File: config.mk
export PLATFORM = sky130hd
export DESIGN_NAME = flash_hps_bridge
export DESIGN_NICKNAME = d
export VERILOG_FILES = /design/src/rtl/flash_hps_bridge.sv
export SDC_FILE = /design/constraint.sdc
export NUM_CORES = 1
export LEC_CHECK = 0
export ABC_AREA = 1
export CORE_MARGIN = 8
export CORE_UTILIZATION = 25
export DETAILED_ROUTE_END_ITERATION = 16
export REMOVE_ABC_BUFFERS = 1
export SETUP_SLACK_MARGIN = 0.15
export SYNTH_ARGS = -nofsm -noshare
export SYNTH_HDL_FRONTEND = slang
export SYNTH_SLANG_ARGS = --single-unit
File: constraint.sdc
create_clock -name clk -period 4.2 [get_ports clk]
set_input_delay 0.63 -clock clk [delete_from_list [all_inputs] [get_ports clk]]
set_output_delay 0.63 -clock clk [all_outputs]
set_load 0.03 [all_outputs]
File: src/rtl/flash_hps_bridge.sv
// flash_hps_bridge: connects HPS change/schedule/tick requests to the flash_rtl core
// over three independent 4-phase req/grant handshakes.
module flash_hps_bridge #(
    parameter int PID_W      = 16,
    parameter int PRI_W      = 8,
    parameter int TYPE_W     = 8,
    parameter int STATE_W    = 16,
    parameter int N_CPU      = 2,
    parameter int FIFO_DEPTH = 4
) (
    input  logic                                    clk,
    input  logic                                    rst,
    input  logic [TYPE_W+PID_W+PRI_W+STATE_W-1:0]   hps_change_data,
    input  logic                                    hps_change_valid,
    output logic                                    hps_change_full,
    output logic [7:0]                              hps_change_drops,
    input  logic [N_CPU-1:0]                        hps_sched_req,
    output logic [N_CPU-1:0]                        hps_sched_done,
    output logic [PID_W-1:0]                        hps_next_process,
    output logic                                    hps_tick_irq,
    output logic                                    hps_tick_overrun,
    input  logic                                    hps_tick_ack,
    output logic                                    f_sched_req,
    input  logic                                    f_sched_grant,
    input  logic [PID_W-1:0]                        f_next_process,
    input  logic                                    f_tick_req,
    output logic                                    f_tick_grant,
    output logic                                    f_change_req,
    output logic [TYPE_W-1:0]                       f_change_type,
    output logic [PID_W-1:0]                        f_change_pid,
    output logic [PRI_W-1:0]                        f_change_pri,
    output logic [STATE_W-1:0]                      f_change_state,
    input  logic                                    f_change_grant
);
    localparam int CHG_W = TYPE_W + PID_W + PRI_W + STATE_W;
    localparam int AW    = $clog2(FIFO_DEPTH);
    localparam int CW    = (N_CPU > 1) ? $clog2(N_CPU) : 1;

    localparam logic [1:0] C_IDLE = 2'd0, C_REQ = 2'd1, C_WAIT = 2'd2;
    localparam logic [1:0] S_IDLE = 2'd0, S_REQ = 2'd1, S_WAIT = 2'd2;

    logic [CHG_W-1:0] r_mem [FIFO_DEPTH];
    logic [AW-1:0]    r_wr_ptr, r_rd_ptr;
    logic [AW:0]      r_count;
    logic [7:0]       r_drops;
    logic             w_full, w_empty, w_push, w_pop;

    logic [1:0]       r_cstate;
    logic             r_change_req;
    logic [CHG_W-1:0] r_change_data;

    logic [1:0]       r_sstate;
    logic             r_sched_req;
    logic [N_CPU-1:0] r_pending, r_done, w_clr;
    logic [CW-1:0]    r_rr, r_cur, w_sel;
    logic [CW:0]      w_idx;
    logic             w_found;
    logic [PID_W-1:0] r_next_pid;

    logic             r_tick_grant, r_irq, r_overrun;

    // Fullness is judged on the registered count, so a same-cycle pop never rescues a push.
    assign w_full  = (r_count == FIFO_DEPTH[AW:0]);
    assign w_empty = (r_count == '0);
    assign w_push  = hps_change_valid && !w_full;
    assign w_pop   = (r_cstate == C_IDLE) && !w_empty;

    always_ff @(posedge clk) begin
        if (w_push) r_mem[r_wr_ptr] <= hps_change_data;
    end

    always_ff @(posedge clk) begin
        if (rst) begin
            r_wr_ptr <= '0;
            r_rd_ptr <= '0;
            r_count  <= '0;
            r_drops  <= '0;
        end else begin
            if (w_push) r_wr_ptr <= r_wr_ptr + 1'b1;
            if (w_pop)  r_rd_ptr <= r_rd_ptr + 1'b1;
            case ({w_push, w_pop})
                2'b10:   r_count <= r_count + 1'b1;
                2'b01:   r_count <= r_count - 1'b1;
                default: r_count <= r_count;
            endcase
            if (hps_change_valid && w_full && r_drops != 8'hFF) r_drops <= r_drops + 1'b1;
        end
    end

    always_ff @(posedge clk) begin
        if (rst) begin
            r_cstate      <= C_IDLE;
            r_change_req  <= 1'b0;
            r_change_data <= '0;
        end else begin
            case (r_cstate)
                C_IDLE: if (!w_empty) begin
                    r_change_data <= r_mem[r_rd_ptr];
                    r_change_req  <= 1'b1;
                    r_cstate      <= C_REQ;
                end
                C_REQ: if (f_change_grant) begin
                    r_change_req <= 1'b0;
                    r_cstate     <= C_WAIT;
                end
                C_WAIT: if (!f_change_grant) r_cstate <= C_IDLE;
                default: r_cstate <= C_IDLE;
            endcase
        end
    end

    // Round-robin pick: first pending channel at or after r_rr, wrapping.
    always_comb begin
        w_sel   = r_rr;
        w_found = 1'b0;
        w_idx   = '0;
        for (int k = 0; k < N_CPU; k++) begin
            w_idx = {1'b0, r_rr} + (CW+1)'(k);
            if (w_idx >= (CW+1)'(N_CPU)) w_idx = w_idx - (CW+1)'(N_CPU);
            if (!w_found && r_pending[w_idx[CW-1:0]]) begin
                w_found = 1'b1;
                w_sel   = w_idx[CW-1:0];
            end
        end
    end

    always_comb begin
        w_clr = '0;
        if (r_sstate == S_REQ && f_sched_grant) w_clr[r_cur] = 1'b1;
    end

    always_ff @(posedge clk) begin
        if (rst) begin
            r_sstate    <= S_IDLE;
            r_sched_req <= 1'b0;
            r_pending   <= '0;
            r_done      <= '0;
            r_rr        <= '0;
            r_cur       <= '0;
            r_next_pid  <= '0;
        end else begin
            r_pending <= (r_pending & ~w_clr) | hps_sched_req;
            r_done    <= '0;
            case (r_sstate)
                S_IDLE: if (w_found) begin
                    r_cur       <= w_sel;
                    r_sched_req <= 1'b1;
                    r_sstate    <= S_REQ;
                end
                S_REQ: if (f_sched_grant) begin
                    r_next_pid    <= f_next_process;
                    r_sched_req   <= 1'b0;
                    r_done[r_cur] <= 1'b1;
                    r_rr          <= (r_cur == CW'(N_CPU - 1)) ? '0 : r_cur + 1'b1;
                    r_sstate      <= S_WAIT;
                end
                S_WAIT: if (!f_sched_grant) r_sstate <= S_IDLE;
                default: r_sstate <= S_IDLE;
            endcase
        end
    end

    // A new tick outranks a same-cycle ack: irq stays set and overrun is cleared.
    always_ff @(posedge clk) begin
        if (rst) begin
            r_tick_grant <= 1'b0;
            r_irq        <= 1'b0;
            r_overrun    <= 1'b0;
        end else begin
            if (f_tick_req && !r_tick_grant) begin
                r_tick_grant <= 1'b1;
                r_irq        <= 1'b1;
                if (hps_tick_ack)  r_overrun <= 1'b0;
                else if (r_irq)    r_overrun <= 1'b1;
            end else begin
                if (!f_tick_req && r_tick_grant) r_tick_grant <= 1'b0;
                if (hps_tick_ack) begin
                    r_irq     <= 1'b0;
                    r_overrun <= 1'b0;
                end
            end
        end
    end

    assign hps_change_full  = w_full;
    assign hps_change_drops = r_drops;
    assign f_change_req     = r_change_req;
    assign f_change_type    = r_change_data[TYPE_W-1:0];
    assign f_change_pid     = r_change_data[TYPE_W +: PID_W];
    assign f_change_pri     = r_change_data[TYPE_W+PID_W +: PRI_W];
    assign f_change_state   = r_change_data[TYPE_W+PID_W+PRI_W +: STATE_W];
    assign f_sched_req      = r_sched_req;
    assign hps_sched_done   = r_done;
    assign hps_next_process = r_next_pid;
    assign f_tick_grant     = r_tick_grant;
    assign hps_tick_irq     = r_irq;
    assign hps_tick_overrun = r_overrun;
endmodule
==> impl_metrics.ini <==
[final_layout]
fin_nets = 1150
area_delta_synth_final_pct = 27.15
mostFrequentLayoutCells = nor2_1 (216), edfxtp_1 (192), clkdlybuf4s50_1 (152)
n_antenna_cell = 0
layout-drive-gt1-share_pct = 6.239
layout_commonest_cell = nor2_1
fill_cells = 4197

[place]
hpwl_um = 15650
place_congestion = 0.7439
port_buffers = 152

[routing]
drt_wl_total_um = 26600
wire_per_inst_um = 16.33
antenna_left = 0
routed-via-count = 7165
via_per_inst = 4.398
drtIter0Drc = 508
drc_errors = 0
drtPass1Iterations = 4

[pwr]
vdd_ir_drop_max_mv = 0.3886
leakage_nw = 4.627
powerDensity_nw_per_um2 = 639.1

[floorplanning]
core_area_sq_um = 42130
start_util_pct = 25.39
die_area_sq_um = 49670
die_w_um = 222.9
rows = 75
dieHeight_um = 222.9
io_pins = 153

[clocking]
hold_buffers = 0
cts_setup_buffers = 0
numCtsBuffers = 28
cts_root_buf = clkbuf_16
cts.path.max_buffers = 3
cts.sinks = 286
cts-resized-gates = 0
cts_tree = built
clk_latency_ns = 0.57
clk_pin_slew_ns = 0.06
htree_levels = 1

[sta]
fin_worst_skew_ns = 0.02482
drv_slew = 0
grt_setup_unrepaired = false
finalWorstPathRequiredPeriod_ns = 2.487
max_slew.worst_pin.slew_ns = 1.025
hold_viol = 0
fmax_mhz = 402.0
relSlewSlack_pct = 31.66
setup_viol_count_final = 0
fin_crit_sh_pct = 59.22
timing.setup.tns_ns = 0
fin_hold_ws_ns = 0.4571

[global_route]
grt_antenna_before_repair = 0
grt_max_degree = 98
gr-usage-all-layers_pct = 10.27
overflow = 0
grt_pass1_wl_um = 40720
grt_pass1_vias = 6819

[critical_path]
critPathMaxStageDelay_ns = 0.67
cp_data_arrival_time_ns = 1.86
crit_path_end_kind = output pin
path_cells = nor2_2 > nand2_1 > inv_1 > clkdlybuf4s50_1
start_kind = flip-flop
cp_slowest_cell = clkdlybuf4s50_1
path_max_fanout = 4
path_class = flip-flop to output pin
required_ns = 3.57

[logic_synthesis]
yosys_warnings = 0
synth.top_cells.by_area = edfxtp_1 (54%), dfxtp_1 (18%), nor2_1 (7.7%), o21ai_0 (5.7%), o22ai_1 (2.8%)
ys_ff_latch = 286
netlist_area_sq_um = 10700
synth.distinct_cells = 26
synth_top_area_share_pct = 53.89
synthCells = 932
yosysSeqAreaShare_pct = 71.49
avgSynthCellArea_sq_um = 11.48
yosysTopAreaCell = edfxtp_1

[min_path]
hold_class = flip-flop to flip-flop

[run]
maxCapViolCount = 0

[run_status]
status = complete, no violations
-- through the flow --
step / instances / cell area [sq um] / worst slack [ns] / total power [mW] / utilization, %
2_1_floorplan: 878 / 10360 / 0.9274 / 5.154 / -
5_1_grt: 1629 / 13600 / 1.621 / 9.207 / 32.28
3_5_place_dp: 1578 / 12660 / 1.439 / 6.238 / 30.05
4_1_cts: 1629 / 13600 / 1.688 / 8.825 / 32.28
3_3_place_gp: 1578 / 12660 / 1.470 / 6.198 / 30.05
6_report: 1629 / 13600 / 1.713 / 8.692 / 32.28
-- critical path: cells and delay by family, from the launching register on --
kind | cells | cell delay (ns)
and+or+nand+nor | 2 | 0.23
buffers and inverters | 2 | 0.74
DFF | 1 | 0.34
-- power by group --
part | switching [mW] | internal (mW)
combinational | 1.73 | 0.825
sequential | 0.151 | 3.43
clock | 1.08 | 1.48
-- registers in the layout, summed over array words and instances (netlist names), 2 cells and up --
name,flops
hps_change_drops,8
hps_next_process,16
hps_sched_done,2
r_change_data,48
r_count,3
r_cstate,2
r_mem,192
r_pending,2
r_rd_ptr,2
r_sstate,2
r_wr_ptr,2
-- layout make-up --
| class | instances | area [sq um] | area share [%] |
|---|---|---|---|
| clock buffers | 34 | 723.2 | 5.317 |
| flip-flops and latches | 286 | 7652 | 56.26 |
| clock inverters | 17 | 219.0 | 1.610 |
| inverters | 33 | 128.9 | 0.9475 |
| multi-input cells | 559 | 2615 | 19.23 |
| well taps | 539 | 674.4 | 4.958 |
| repair buffers | 161 | 1589 | 11.68 |
-- synth_stat cells (all sizes together) --
library cell and number:
a21oi 39, clkbuf 18, o22ai 48, nand3 8
nor3 1, inv 32, ha 7, buf 36
xor2 3, nand4 1, nand3b 2, edfxtp 192
nor2 222, nand2 72, o21ai 155, fa 1
dfxtp 94, clkinv 1
-- per-layer routing --
layer | vias to the layer above | global-route usage [%] | share of wire [%]
li1 | 3534 | - | -
met1 | 3380 | 14.21 | 48
met2 | 218 | 16.10 | 44
met3 | 33 | 2.768 | 6.4
met4 | 0 | 1.869 | 1.5
met5 | - | 0 | 0
-- cells by family after synthesis --
family / Yosys count / share of synthesized area, %
AO/OA/AOI/OAI: 242 / 11.88
flip-flops: 286 / 71.49
XOR/XNOR: 3 / 0.2457
buffers and inverters: 87 / 4.351
adder cells (fa/ha/maj): 8 / 1.006
AND/OR/NAND/NOR: 306 / 11.03
-- path summary, 6_finish.rpt --
check | slack, ns | start | to | depth (start not counted)
setup reg to reg | 1.96 | r_count[0]$_SDFFE_PP0P_ | r_count[2]$_SDFFE_PP0P_ | 12
hold reg to reg | 0.46 | r_rr$_SDFFE_PP0N_ | r_rr$_SDFFE_PP0N_ | 2
hold / removal | 0.46 | r_rr$_SDFFE_PP0N_ | r_rr$_SDFFE_PP0N_ | 2
setup / recovery | 1.71 | r_count[0]$_SDFFE_PP0P_ | hps_change_full | 4
(Power assumes the default switching activity.)
